File: config.mk
export PLATFORM = sky130hd
export DESIGN_NAME = game_round_controller
export DESIGN_NICKNAME = d
export VERILOG_FILES = /design/src/rtl/game_pkg.sv /design/src/rtl/sec_tick_gen.sv /design/src/rtl/game_round_controller.sv
export SDC_FILE = /design/constraint.sdc
export NUM_CORES = 1
export LEC_CHECK = 0
export ABC_CLOCK_PERIOD_IN_PS = 4200
export CORE_ASPECT_RATIO = 0.6
export CORE_UTILIZATION = 30
export DETAILED_ROUTE_END_ITERATION = 10
export MAX_ROUTING_LAYER = met4
export SYNTH_ARGS = -nofsm -noshare
export SYNTH_HDL_FRONTEND = slang
export SYNTH_SLANG_ARGS = --single-unit
File: constraint.sdc
create_clock -name clkIn -period 4.2 [get_ports clkIn]
set_clock_uncertainty 0.15 [all_clocks]
set_input_delay 0.84 -clock clkIn [delete_from_list [all_inputs] [get_ports clkIn]]
set_output_delay 0.84 -clock clkIn [all_outputs]
set_load 0.005 [all_outputs]
File: src/rtl/game_pkg.sv
// rtl/game_pkg.sv - shared round-state encoding and timing constants
package game_pkg;

  typedef enum logic [1:0] {
    ST_IDLE      = 2'd0,
    ST_COUNTDOWN = 2'd1,
    ST_PLAY      = 2'd2,
    ST_OVER      = 2'd3
  } game_state_e;

  localparam int TIME_W = 6;

  // Shared by score_counter and the display blocks as well
  localparam int DEFAULT_CLK_HZ = 100_000_000;

endpackage

File: src/rtl/sec_tick_gen.sv
// rtl/sec_tick_gen.sv - one-pulse-per-second tick from a free-running cycle count
module sec_tick_gen
  import game_pkg::*;
#(
  parameter int CLK_HZ = DEFAULT_CLK_HZ
) (
  input  logic clkIn,
  input  logic reset,
  input  logic clear,
  input  logic enable,
  output logic sec_tick
);

  localparam int CW = (CLK_HZ > 1) ? $clog2(CLK_HZ) : 1;
  localparam logic [CW-1:0] LAST = CW'(CLK_HZ - 1);

  logic [CW-1:0] count_q, count_d;

  assign sec_tick = enable && (count_q == LAST);

  // Disabled means frozen, so a paused second resumes where it stopped
  always_comb begin
    count_d = count_q;
    if (clear) begin
      count_d = '0;
    end else if (enable) begin
      count_d = sec_tick ? '0 : count_q + CW'(1);
    end
  end

  always_ff @(posedge clkIn or negedge reset) begin
    if (!reset) begin
      count_q <= '0;
    end else begin
      count_q <= count_d;
    end
  end

endmodule

File: src/rtl/game_round_controller.sv
// rtl/game_round_controller.sv - whack-a-mole round sequencer and hit validator
// Optional PAUSE_EN adds a pause_btn input that freezes the PLAY timer and hits.
module game_round_controller
  import game_pkg::*;
#(
  parameter int CLK_HZ            = DEFAULT_CLK_HZ,
  parameter int GAME_SECONDS      = 30,
  parameter int COUNTDOWN_SECONDS = 3,
  parameter int NUM_MOLES         = 4
) (
  input  logic                 clkIn,
  input  logic                 reset,
  input  logic                 start_btn,
  input  logic [NUM_MOLES-1:0] mole_sel,
  input  logic                 mole_new,
  input  logic [NUM_MOLES-1:0] hit_btn,
`ifdef PAUSE_EN
  input  logic                 pause_btn,
`endif
  output logic                 gameStart,
  output logic                 game_active,
  output logic                 timer_expired,
  output logic                 player_scored,
  output logic [TIME_W-1:0]    time_left,
  output logic [1:0]           state
);

  localparam logic [TIME_W-1:0] GAME_T  = TIME_W'(GAME_SECONDS);
  localparam logic [TIME_W-1:0] COUNT_T = TIME_W'(COUNTDOWN_SECONDS);

  game_state_e           state_q, state_d;
  logic [TIME_W-1:0]     time_left_q, time_left_d;
  logic                  start_q;
  logic [NUM_MOLES-1:0]  hit_q;
  logic                  hit_lock_q, hit_lock_d;
  logic                  game_start_q, game_start_d;
  logic                  game_active_q, game_active_d;
  logic                  timer_expired_q, timer_expired_d;
  logic                  player_scored_q, player_scored_d;

  logic                  start_rise;
  logic [NUM_MOLES-1:0]  hit_rise;
  logic                  sec_tick;
  logic                  tick_clear;
  logic                  tick_en;
  logic                  final_tick;
  logic                  score_ok;
  logic                  paused;
  logic                  paused_next;

  assign start_rise = start_btn & ~start_q;
  assign hit_rise   = hit_btn & ~hit_q;
  assign tick_en    = ((state_q == ST_COUNTDOWN) || (state_q == ST_PLAY)) && !paused;

  sec_tick_gen #(
    .CLK_HZ(CLK_HZ)
  ) u_sec_tick_gen (
    .clkIn   (clkIn),
    .reset   (reset),
    .clear   (tick_clear),
    .enable  (tick_en),
    .sec_tick(sec_tick)
  );

  always_comb begin
    state_d         = state_q;
    time_left_d     = time_left_q;
    hit_lock_d      = hit_lock_q;
    game_start_d    = 1'b0;
    timer_expired_d = 1'b0;
    player_scored_d = 1'b0;
    final_tick      = 1'b0;
    score_ok        = 1'b0;

    case (state_q)
      ST_IDLE, ST_OVER: begin
        if (start_rise) begin
          state_d     = ST_COUNTDOWN;
          time_left_d = COUNT_T;
        end
      end
      ST_COUNTDOWN: begin
        if (sec_tick) begin
          if (time_left_q <= TIME_W'(1)) begin
            state_d      = ST_PLAY;
            time_left_d  = GAME_T;
            game_start_d = 1'b1;
          end else begin
            time_left_d = time_left_q - TIME_W'(1);
          end
        end
      end
      ST_PLAY: begin
        if (sec_tick) begin
          if (time_left_q <= TIME_W'(1)) begin
            final_tick      = 1'b1;
            state_d         = ST_OVER;
            time_left_d     = '0;
            timer_expired_d = 1'b1;
          end else begin
            time_left_d = time_left_q - TIME_W'(1);
          end
        end
        // A hit racing the final tick or a fresh mole is discarded
        score_ok = (|(hit_rise & mole_sel)) && !hit_lock_q && !mole_new
                   && !final_tick && !paused;
        player_scored_d = score_ok;
        if (mole_new) begin
          hit_lock_d = 1'b0;
        end else if (score_ok) begin
          hit_lock_d = 1'b1;
        end
      end
      default: state_d = ST_IDLE;
    endcase

    if (state_d != ST_PLAY) begin
      hit_lock_d = 1'b0;
    end
    tick_clear    = (state_d != state_q) &&
                    ((state_d == ST_COUNTDOWN) || (state_d == ST_PLAY));
    game_active_d = (state_d == ST_PLAY) && !paused_next;
  end

  always_ff @(posedge clkIn or negedge reset) begin
    if (!reset) begin
      state_q         <= ST_IDLE;
      time_left_q     <= '0;
      start_q         <= 1'b0;
      hit_q           <= '0;
      hit_lock_q      <= 1'b0;
      game_start_q    <= 1'b0;
      game_active_q   <= 1'b0;
      timer_expired_q <= 1'b0;
      player_scored_q <= 1'b0;
    end else begin
      state_q         <= state_d;
      time_left_q     <= time_left_d;
      start_q         <= start_btn;
      hit_q           <= hit_btn;
      hit_lock_q      <= hit_lock_d;
      game_start_q    <= game_start_d;
      game_active_q   <= game_active_d;
      timer_expired_q <= timer_expired_d;
      player_scored_q <= player_scored_d;
    end
  end

`ifdef PAUSE_EN
  logic pause_q;
  logic paused_q, paused_d;

  always_comb begin
    paused_d = paused_q;
    if ((state_q == ST_PLAY) && pause_btn && !pause_q) begin
      paused_d = !paused_q;
    end
    if (state_d != ST_PLAY) begin
      paused_d = 1'b0;
    end
  end

  always_ff @(posedge clkIn or negedge reset) begin
    if (!reset) begin
      pause_q  <= 1'b0;
      paused_q <= 1'b0;
    end else begin
      pause_q  <= pause_btn;
      paused_q <= paused_d;
    end
  end

  assign paused      = paused_q;
  assign paused_next = paused_d;
`else
  assign paused      = 1'b0;
  assign paused_next = 1'b0;
`endif

  assign gameStart     = game_start_q;
  assign game_active   = game_active_q;
  assign timer_expired = timer_expired_q;
  assign player_scored = player_scored_q;
  assign time_left     = time_left_q;
  assign state         = state_q;

endmodule
## After elaboration in Yosys (flattened, before gate mapping)

Cells that the tools add are included.

| cells by class | value |
|---|---|
| $add $sub $neg | 2 |
| $lt $le $gt $ge | 1 |
| equal/unequal tests | 11 |
| mux-type cells | 25 |
| bitwise logic cells | 5 |
| reductions and logical operators | 18 |

Operators by type and width:

| cell | number |
|---|---|
| two-way mux 27 bit | 3 |
| two-way mux 6 bit | 5 |
| adder 27 x 1 -> 27 bit (second input constant) | 1 |
| equality test 27 bit (second input constant) | 1 |
| case mux 6 bit (3 select lines) | 1 |
| two-way mux 1 bit | 10 |
| two-way mux 2 bit | 5 |
| bitwise AND 4 bit | 2 |
| equality test 2 bit (second input constant) | 3 |
| <= comparator 6 x 1 -> 1 bit (second input constant) | 1 |
| case mux 2 bit (3 select lines) | 1 |
| subtractor 6 x 1 -> 6 bit (second input constant) | 1 |
| logical AND 1 bit | 5 |
| equality test 2 x 1 -> 1 bit (second input constant) | 2 |
| != test 2 x 1 -> 1 bit (second input constant) | 2 |
| != test 2 bit (second input constant) | 2 |
| NOT 4 bit | 1 |
| nonzero test 2 bit | 2 |
| OR reduction 4 bit | 1 |
| zero test 1 bit | 3 |
| AND reduction 3 bit | 1 |
| nonzero test 3 bit | 1 |
| zero test 2 bit | 1 |
| logical OR 1 bit | 2 |
| 5 further kinds | 5 |

| storage, ports and cells | value |
|---|---|
| bits in registers | 45 |
| input bits | 12 |
| output and inout port bits | 12 |

## Logic depth before layout (Yosys ltp)

Gate-level depths: netlist of run 1.

| depth | value |
|---|---|
| word-level depth | 11 |
| gate-level depth with buffers | 12 |
| mapped depth without buffers | 10 |

## Modules after synthesis

Synthesis of run 1 repeated with hierarchy kept, for this count alone.

| second synthesis, totals | value |
|---|---|
| cell total of the unflattened synthesis | 280 |
| area total of the unflattened synthesis | 2587.5 um^2 |

Modules (own cells, without submodules):

| module | instances | cells an instance | area an instance (um^2) | sequential area each (um^2) |
|---|---|---|---|---|
| sec_tick_gen | 1 | 178 | 1609.0 | 675.6 |
| game_round_controller | 1 | 102 | 978.4 | 450.4 |

## Least setup slack after synthesis of run 1

OpenSTA, ideal clock, no wires.

| path | value |
|---|---|
| path type | register to register |
| start point | reg state_q[0], in the netlist state[0] |
| end point | reg u_sec_tick_gen.count_q[13] |
| arrival | 3039 ps |
| data required time | 3929 ps |
| path slack | 890 ps |
| stages on the path, launching flop included | 13 |
| path buffers | 2 |
| cells stage by stage | dfrtp_1 -> inv_1 -> ha_1 -> buf_6 -> and4b_2 -> nand4_1 -> or4_1 -> a31oi_4 -> inv_1 -> ha_1 -> o21ai_1 -> buf_2 -> nor2_1 |

| on the way | value |
|---|---|
| longest elaborated chain between the ends | 9 |

RTL lines:

| element | line | source |
|---|---|---|
| start, declared | game_round_controller.sv:31 | `game_state_e state_q, state_d;` |
| start signal, assigned | game_round_controller.sv:137 | `state_q <= state_d;` |
| equality test 2 x 1 -> 1 bit or equality test 2 bit (tied branches) | game_round_controller.sv:53, game_round_controller.sv:75 |  |
| logical OR 1 bit | game_round_controller.sv:53 | `assign tick_en = ((state_q == ST_COUNTDOWN) \|\| (state_q == ST_PLAY)) && !paused;` |
| logical AND 1 bit | sec_tick_gen.sv:19 | `assign sec_tick = enable && (count_q == LAST);` |
| two-way mux 2 bit (on tied branches) | game_round_controller.sv:94, game_round_controller.sv:83 |  |
| case mux 2 bit (3 select lines) (*) | game_round_controller.sv:75 | `case (state_q)` |
| via state_d[0] | game_round_controller.sv:31 |  |
| equality test 2 x 1 -> 1 bit or equality test 2 bit (tied branches) | game_round_controller.sv:121 | `((state_d == ST_COUNTDOWN) \|\| (state_d == ST_PLAY));` |
| logical OR 1 bit | game_round_controller.sv:121 |  |
| logical AND 1 bit (*) | game_round_controller.sv:120 | `tick_clear = (state_d != state_q) &&` |
| two-way mux 27 bit or nonzero test 2 bit (tied branches) | -- |  |
| end signal, assigned | sec_tick_gen.sv:35 | `count_q <= count_d;` |
| end, declared | sec_tick_gen.sv:17 | `logic [CW-1:0] count_q, count_d;` |

The timed path passes the listed nets; every way through them passes the cells marked *. The select of a mux whose other input is x is not followed.
A chain may end at the register's enable or synchronous reset.

## Worst setup path in the final report of run 1

| path | value |
|---|---|
| start point | reg state_q[0], in the netlist state[0] |
| end point | reg u_sec_tick_gen.count_q[4] |

Same word-level chain as after synthesis.

==> flow_metrics.tcl, run 1 <==
set metrics [dict create \
    cts_tree "yes" \
    power_density_nw_per_um2 291 \
    avgSynthCellArea_um2 9.54 \
    status "finished, final reports clean" \
    clk_latency_ps 290 \
    overflow 0 \
    cts_resized 0 \
    grt_use_met3_pct 3.26 \
    fp.dieArea_um2 8490 \
    crit_path_end "u_sec_tick_gen.count_q[4]" \
    drive_gt1_share_pct 8.36 \
    ant_nets 0 \
    r2r-start "state[0]" \
    crit_fanout 9 \
    rows 25 \
    slew_headroom_pct 31.5 \
    cap_violations 0 \
    crit_path_start "state[0]" \
    place.gp.congestion 0.824 \
    core_area_um2 7850 \
    rsz0062_at_grt "no" \
    path_clk_slew_ps 60 \
    synthTopCellsByArea "dfrtp_1, nor2_1, xor2_1" \
    synth_cell_types 48 \
    portBuffers 23 \
    yosys_register_bits 45 \
    r2r_slack_ps 740 \
    cts_buffers 5 \
    yosys.area.top_type "dfrtp_1" \
    grt_pass1_wl_um 8810 \
    fin_tns_setup_ps 0 \
    min-delay-path-class "reg -> reg" \
    avgRoutedWirePerCell_um 13.3 \
    period_needed_ps 3460 \
    routed_via_density 4.83 \
    grt_max_degree 46 \
    hpwl_um 3840 \
    fin_ws_ps 739 \
    p_leak_nw 1.27 \
    clock-sinks 45 \
    drt-total-wl_um 5270 \
    synth_seq_area_share_pct 46.3 \
    h-tree-depth 2 \
    area_growth_pct 21.1 \
    use_met1_pct 21.3 \
    irDropWorstVdd_uv 141 \
    r2r_cells 10 \
    root_buffer "clkbuf_16" \
    antennaDiodeCount 0 \
    netlist_area_um2 2430 \
    drc 0 \
    cts_post_setup_buffers_inserted 0 \
    vias 1906 \
    crit_required_ps 4230 \
    hold_violations 0 \
    io_pins 24 \
    antenna_found_initial 0 \
    end_kind "flop" \
    ys_warn_count 0 \
    drt_first_pass_iters 4 \
    final_common_cell "dfrtp_1" \
    cts_hold_buf 0 \
    crit_type "reg -> reg" \
    finalCritPeriodShare_pct 82.4 \
    slew_viol_final 0 \
    groute.usage.overall_pct 13.8 \
    r2r_end "u_sec_tick_gen.count_q[4]" \
    dieHeight_um 71.8 \
    worstPathArrival_ps 3490 \
    power_uw 856 \
    clk_path_buf_depth 2 \
    drt-initial-drc-count 110 \
    synth_top_area_share_pct 46.3 \
    setup_violations 0 \
    start_kind "flop" \
    synthCells 255 \
    grt_pass1_vias 1724 \
    mostFrequentLayoutCells "dfrtp_1, nor2_1, clkdlybuf4s50_1" \
    syn_nets 274 \
    grt-busiest-layer "met1" \
    grt_util_met2_pct 16.8 \
    pre_cts_ws_ps 795 \
    dieWidth_um 118 \
    fmax_mhz 289 \
    nets 305 \
    worst_pin_slew_ps 1030 \
    initial_core_util_pct 31.0 \
]
cell type report:
cell class | instances | area, um2
Fill cell | 779 | 4900
Multi-Input combinational cell | 192 | 1230
Sequential cell | 45 | 1130
Timing Repair Buffer | 28 | 263
Tap cell | 108 | 135
Clock buffer | 7 | 133
Inverter | 14 | 52.6
Clock inverter | 1 | 7.51
registers in the layout, summed over array words and instances, names as in the netlist, 2 cells and up:
register / flops
hit_q: 4
state: 2
time_left: 6
u_sec_tick_gen.count_q: 27
worst min path at each step:
stage	startpoint	end	slack, ps	cells after the start
after floorplan	u_sec_tick_gen.count_q[16]	u_sec_tick_gen.count_q[16]	350	2
after global placement	u_sec_tick_gen.count_q[16]	u_sec_tick_gen.count_q[16]	370	2
after detailed placement	u_sec_tick_gen.count_q[16]	u_sec_tick_gen.count_q[16]	380	2
after CTS	u_sec_tick_gen.count_q[16]	u_sec_tick_gen.count_q[16]	390	2
after global routing	u_sec_tick_gen.count_q[16]	u_sec_tick_gen.count_q[16]	410	2
final	u_sec_tick_gen.count_q[16]	u_sec_tick_gen.count_q[16]	390	2
worst max-delay path, stage by stage (launching register included):
cell	delay, ps
dfrtp_1	510
inv_1	110
ha_1	320
and4b_2	330
nand2_2	110
or4_4	590
o41ai_4	280
ha_1	310
a21oi_1	330
buf_4	240
nor2_1	60
cells by family (layout without fill, tap and decap cells):
kind of cell	after synthesis	after routing	share of synthesized area (%)
AO/OA/AOI/OAI	47	47	13.6
XOR/XNOR	24	24	8.64
adder cells (fa/ha/maj)	7	7	3.60
buffers and inverters	18	50	3.19
flip-flops	45	45	46.3
multiplexers	1	1	0.411
AND/OR/NAND/NOR	113	113	24.3
routing by layer:
| metal | wire length (um) | up-vias |
|---|---|---|
| met5 | 0 | - |
| met4 | 63 | 0 |
| met3 | 321 | 6 |
| met2 | 1890 | 52 |
| met1 | 3000 | 885 |
| li1 | - | 963 |
Yosys cell counts (all sizes together):
library cell	count
clkbuf	1
a22oi	1
nand4	9
a22o	1
nand4b	1
nor4bb	1
a221oi	2
nor3b	2
nor4	4
nor2	40
xor2	16
nand3b	1
o22ai	3
inv	14
o32ai	1
o41ai	2
a21oi	19
a31o	1
o21ai	10
o31ai	1
and4b	1
xnor2	8
nand3	11
o22a	2
a31oi	1
o21a	2
or3	5
and3	3
ha	7
buf	3
o211ai	1
nor3	5
nand2	21
mux2i	1
and4	3
nor2b	3
dfrtp	45
and2	1
or4	2
per-stage QoR:
step           std cells  instance area (um2)  hold WS [ps]  utilization [%]
6_report             395                 2950           389             37.5
5_1_grt              395                 2950           411             37.5
4_1_cts              395                 2950           395             37.5
3_5_place_dp         387                 2810           379             35.7
3_3_place_gp         387                 2810           370             35.7
2_1_floorplan        255                 2430           348                -
power by group:
part           internal (mW)  switching, mW
logic                 0.0130         0.0154
clock network          0.221          0.167
registers              0.438        0.00120
Power figures use the tool's default switching activity.
==> inputs of run 2 (changes only) <==
--- a/config.mk
+++ b/config.mk
@@ -5,7 +5,7 @@
 export SDC_FILE = /design/constraint.sdc
 export NUM_CORES = 1
 export LEC_CHECK = 0
-export ABC_CLOCK_PERIOD_IN_PS = 4200
+export ABC_CLOCK_PERIOD_IN_PS = 2900
 export CORE_ASPECT_RATIO = 0.6
 export CORE_UTILIZATION = 30
 export DETAILED_ROUTE_END_ITERATION = 10
==> constraint.sdc (replaced) <==
create_clock -name clkIn -period 2.9 [get_ports clkIn]
set_clock_uncertainty 0.15 [all_clocks]
set_input_delay 0.58 -clock clkIn [delete_from_list [all_inputs] [get_ports clkIn]]
set_output_delay 0.58 -clock clkIn [all_outputs]
set_load 0.005 [all_outputs]
==> run 2 against run 1 <==
Compared with the run above: design area rose by 12%; sequential cell count unchanged; sequential share of layout area down 4.0 points; first-iteration DRC count is 5.5% higher; wire length increased by 12%; largest power group is now clock; highest routed layer unchanged.
==> flow_metrics.tcl, run 2 (synthesized netlist as in run 1, its figures left out) <==
set metrics [dict create \
    status "finished, final reports clean" \
    grt_max_degree 46 \
    crit_path_end "u_sec_tick_gen.count_q[3]" \
    met1_length_um 3230 \
    cts_tree "yes" \
    final_common_cell "dfrtp_1" \
    routed_via_density 4.79 \
    groute.usage.overall_pct 15.2 \
    slowest_stage "or4_4" \
    wl_met3_um 325 \
    drt-initial-drc-count 116 \
    rows 25 \
    slew_viol_final 0 \
    routed.top_layer "met4" \
    whs_ps 225 \
    root_buffer "clkbuf_16" \
    slowest_delay_ps 550 \
    dieWidth_um 118 \
    antenna_found_initial 0 \
    crit_type "reg -> reg" \
    antennaDiodeCount 0 \
    end_kind "flop" \
    power_mw 1.34 \
    cap_violations 0 \
    grt_pass1_vias 1934 \
    drt_first_pass_iters 4 \
    ant_nets 0 \
    hold_violations 0 \
    fin_ws_ps 1.64 \
    power_density_nw_per_um2 405 \
    fp.dieArea_um2 8490 \
    rsz0062_at_grt "yes" \
    worstPathArrival_ps 2920 \
    pre_cts_ws_ps 21.6 \
    area_growth_pct 35.5 \
    largest_register_ffs 27 \
    nets 335 \
    start_kind "flop" \
    portBuffers 23 \
    dieHeight_um 71.8 \
    drive_gt1_share_pct 22.4 \
    setup_violations 0 \
    fmax_mhz 345 \
    r2r_end "u_sec_tick_gen.count_q[3]" \
    r2r-start "state[0]" \
    mostFrequentLayoutCells "dfrtp_1, buf_4, nor2_1" \
    initial_core_util_pct 31.0 \
    cts_buffers 5 \
    clk_path_buf_depth 2 \
    final_cells 425 \
    cts_hold_buf 0 \
    min-delay-path-class "in -> async" \
    path_cells "inv_2 -> ha_4 -> and4b_2 -> nand2_2 -> or4_4 -> o41ai_4 -> ha_1 -> o21ai_2 -> buf_12 -> nor2_1" \
    overflow 0 \
    io_pins 24 \
    finalCritPeriodShare_pct 99.9 \
    h-tree-depth 2 \
    drt-total-wl_um 5890 \
    r2r_slack_ps 2 \
    irDropWorstVdd_uv 203 \
    drc 0 \
    period_needed_ps 2900 \
    avgRoutedWirePerCell_um 13.9 \
    clk_latency_ps 280 \
    met2_wirelength_um 2270 \
    path_clk_slew_ps 60 \
    crit_required_ps 2920 \
    r2r_cells 10 \
    core_area_um2 7850 \
    regMostFlops "u_sec_tick_gen.count_q" \
    place.gp.congestion 0.848 \
    dp_cells 413 \
    p_leak_nw 1.44 \
    crit_path_start "state[0]" \
    clock-sinks 45 \
    vias 2035 \
    crit_fanout 15 \
    hpwl_um 4270 \
    slew_headroom_pct 61.3 \
    worst_pin_slew_ps 580 \
    grt_pass1_wl_um 9730 \
]
run 2: changes by cell type in the layout (fill, tap and decap cells not counted), sizes merged:
cell,before,now
bufinv,0,1
buf,6,36
clkinvlp,1,0
run 2: stage by stage:
stage          area, um2  util [%]  setup TNS [ps]
2_1_floorplan       2460         -           -3090
3_3_place_gp        3030      38.6               0
3_5_place_dp        3030      38.6               0
4_1_cts             3210      40.9               0
5_1_grt             3300      42.0           -2960
6_report            3300      42.0               0
run 2: final cells by class:
class,instances,area (um2)
Inverter,14,52.6
Sequential cell,45,1130
Clock buffer,7,143
Fill cell,784,4550
Timing Repair Buffer,58,508
Clock inverter,1,30.0
Tap cell,108,135
Multi-Input combinational cell,192,1300
run 2: timing repair:
action / CTS / global route
gates cloned: 0 / 1
setup buffers: 0 / 3
resized for setup: 1 / 21
endpoints found under the setup margin: 7 / 27
pin swaps: 0 / 12
run 2: how the worst min path moves through the flow:
stage	endpoint	depth (start not counted)	slack, ps	from
final	u_sec_tick_gen.count_q[10]	2	220	reset
after global placement	u_sec_tick_gen.count_q[16]	2	370	u_sec_tick_gen.count_q[16]
after CTS	u_sec_tick_gen.count_q[10]	2	260	reset
after global routing	u_sec_tick_gen.count_q[10]	2	300	reset
after floorplan	gameStart	0	130	reset
after detailed placement	u_sec_tick_gen.count_q[16]	2	370	u_sec_tick_gen.count_q[16]
run 2: per-layer routing:
metal / up-vias / GRT usage [%]
met2: 49 / 19.2
met4: 0 / 4.27
met5: - / -
met3: 7 / 3.18
met1: 959 / 23.4
li1: 1020 / -
run 2: report_power, final:
group,total (mW),internal [mW],switching [mW]
combinational,0.0417,0.0197,0.0220
clock,0.659,0.430,0.228
sequential,0.636,0.634,0.00197
total,1.34,1.08,0.252
run 2: critical path: cells and delay by family, from the launching register on:
family | cells | cell delay, ps
compound gates | 2 | 440
fa+ha+maj | 2 | 530
buf+inv | 2 | 250
flops | 1 | 400
simple gates | 4 | 1010
==> inputs of run 3 (changes only) <==
--- a/config.mk
+++ b/config.mk
@@ -7,9 +7,11 @@
 export LEC_CHECK = 0
 export ABC_CLOCK_PERIOD_IN_PS = 2900
 export CORE_ASPECT_RATIO = 0.6
+export CORE_MARGIN = 3
 export CORE_UTILIZATION = 30
 export DETAILED_ROUTE_END_ITERATION = 10
 export MAX_ROUTING_LAYER = met4
+export SKIP_CTS_REPAIR_TIMING = 1
 export SYNTH_ARGS = -nofsm -noshare
 export SYNTH_HDL_FRONTEND = slang
 export SYNTH_SLANG_ARGS = --single-unit
==> run 3 against run 2 <==
Compared with the run above: the run now ends with negative setup slack left; first-iteration DRC count up 18%; clock power down 2%; design area down 0.23%; utilization up 1.5 points; combinational power up 5%; final cell count down 1.2%; maximum frequency down 0.15%; largest cell class unchanged.
==> flow_metrics.tcl, run 3 (synthesized netlist as in run 1, its figures left out) <==
set metrics [dict create \
    place_area_um2 3030 \
    cap_violations 0 \
    antennaDiodeCount 0 \
    grt_pass1_vias 1955 \
    mostFrequentLayoutCells "dfrtp_1, nor2_1, buf_4" \
    initial_core_util_pct 32.2 \
    min-delay-path-class "in -> async" \
    final_area_um2 3290 \
    ant_nets 0 \
    nets 334 \
    grt_pass1_wl_um 10000 \
    rows 24 \
    core_area_um2 7570 \
    largest_register_ffs 27 \
    worstPathArrival_ps 2940 \
    cts_buffers 5 \
    clkPwrFrac_pct 48.8 \
    io_pins 24 \
    combinationalPowerShare_pct 3.3 \
    p_leak_nw 1.44 \
    status "finished, violations left" \
    switching_share_pct 20.2 \
    drc 0 \
    place.gp.congestion 0.863 \
    crit_fanout 6 \
    root_buffer "clkbuf_16" \
    p_switching_uw 268 \
    dp_cells 409 \
    clk_latency_ps 290 \
    clk_path_buf_depth 2 \
    start_kind "flop" \
    power_mw 1.33 \
    drt_first_pass_iters 4 \
    end_kind "flop" \
    p_int_mw 1.06 \
    overflow 0 \
    h-tree-depth 2 \
    fin_ws_ps -2.61 \
    pre_cts_ws_ps 13.6 \
    setup_violations 1 \
    drt-total-wl_um 6130 \
    rsz0062_at_grt "yes" \
    crit_required_ps 2930 \
    regMostFlops "u_sec_tick_gen.count_q" \
    power_density_nw_per_um2 404 \
    violations "negative setup slack" \
    worst_pin_slew_ps 895 \
    routed_via_density 4.94 \
    period_needed_ps 2900 \
    antenna_found_initial 0 \
    crit_type "reg -> reg" \
    drive_gt1_share_pct 22.5 \
    final_common_cell "dfrtp_1" \
    drt-initial-drc-count 137 \
    finalCritPeriodShare_pct 100 \
    clock-sinks 45 \
    grt_max_degree 40 \
    fp.dieArea_um2 9260 \
    cts_tree "yes" \
    fmax_mhz 345 \
    vias 2074 \
    avgRoutedWirePerCell_um 14.6 \
    p_seq_share_pct 47.9 \
    dieHeight_um 75.8 \
    slew_headroom_pct 40.3 \
    final_cells 420 \
    hold_violations 0 \
    groute.usage.overall_pct 14.5 \
    dieWidth_um 122 \
    path_clk_slew_ps 60 \
    area_growth_pct 35.2 \
    irDropWorstVdd_uv 307 \
    slew_viol_final 0 \
    hpwl_um 4400 \
    portBuffers 23 \
]
==> run 3: area by class of cell <==
type | count | area, um2
clock buffer | 6 | 129
inverter | 14 | 52.6
sequential | 45 | 1130
timing repair buffer | 57 | 504
multi-input combinational | 192 | 1310
tap | 104 | 130
clock inverter | 2 | 35.0
fill | 757 | 4280
==> run 3: path summary, 6_finish.rpt <==
path	start	end	slack, ps	cells after the start
setup / recovery	state[0]	u_sec_tick_gen.count_q[6]	-3	10
max in group asynchronous	reset	state[0]	1730	1
hold / removal	reset	u_sec_tick_gen.count_q[6]	260	1
min in group clkIn	u_sec_tick_gen.count_q[16]	u_sec_tick_gen.count_q[16]	410	2
setup reg to reg	state[0]	u_sec_tick_gen.count_q[6]	-3	10
hold reg to reg	u_sec_tick_gen.count_q[16]	u_sec_tick_gen.count_q[16]	410	2
==> run 3: critical path: stages, from the launching register on <==
cell	delay [ps]
dfrtp_2	400
inv_2	80
ha_4	200
and4b_2	330
nand2_2	70
or4_4	560
o41ai_4	320
ha_4	280
a21oi_4	160
buf_6	170
nor2_1	60
==> run 3: power by group through the flow <==
| stage | clock network [mW] | logic, mW | registers (mW) |
|---|---|---|---|
| final | 0.649 | 0.0436 | 0.636 |
| after CTS | 0.669 | 0.0451 | 0.636 |
| after detailed placement | 0 | 0.0448 | 0.648 |
| after global routing | 0.699 | 0.0490 | 0.636 |
| after global placement | 0 | 0.0439 | 0.647 |
| after floorplan | 0 | 0.00963 | 0.648 |
==> run 3: layer usage <==
metal / global-route usage [%] / routed length, um / vias up
met4: 4.71 / 77 / 0
met3: 4.30 / 372 / 7
met1: 22.0 / 3390 / 990
met2: 17.9 / 2280 / 56
li1: - / - / 1021
met5: - / 0 / -
==> run 3: metrics by stage <==
step / hold WS, ps / utilization [%] / setup TNS, ps
after floorplan: 134 / - / -3090
after global placement: 375 / 40.0 / 0
after detailed placement: 394 / 40.0 / 0
after CTS: 304 / 42.2 / -74.5
after global routing: 336 / 43.5 / -1940
final: 264 / 43.5 / -2.61
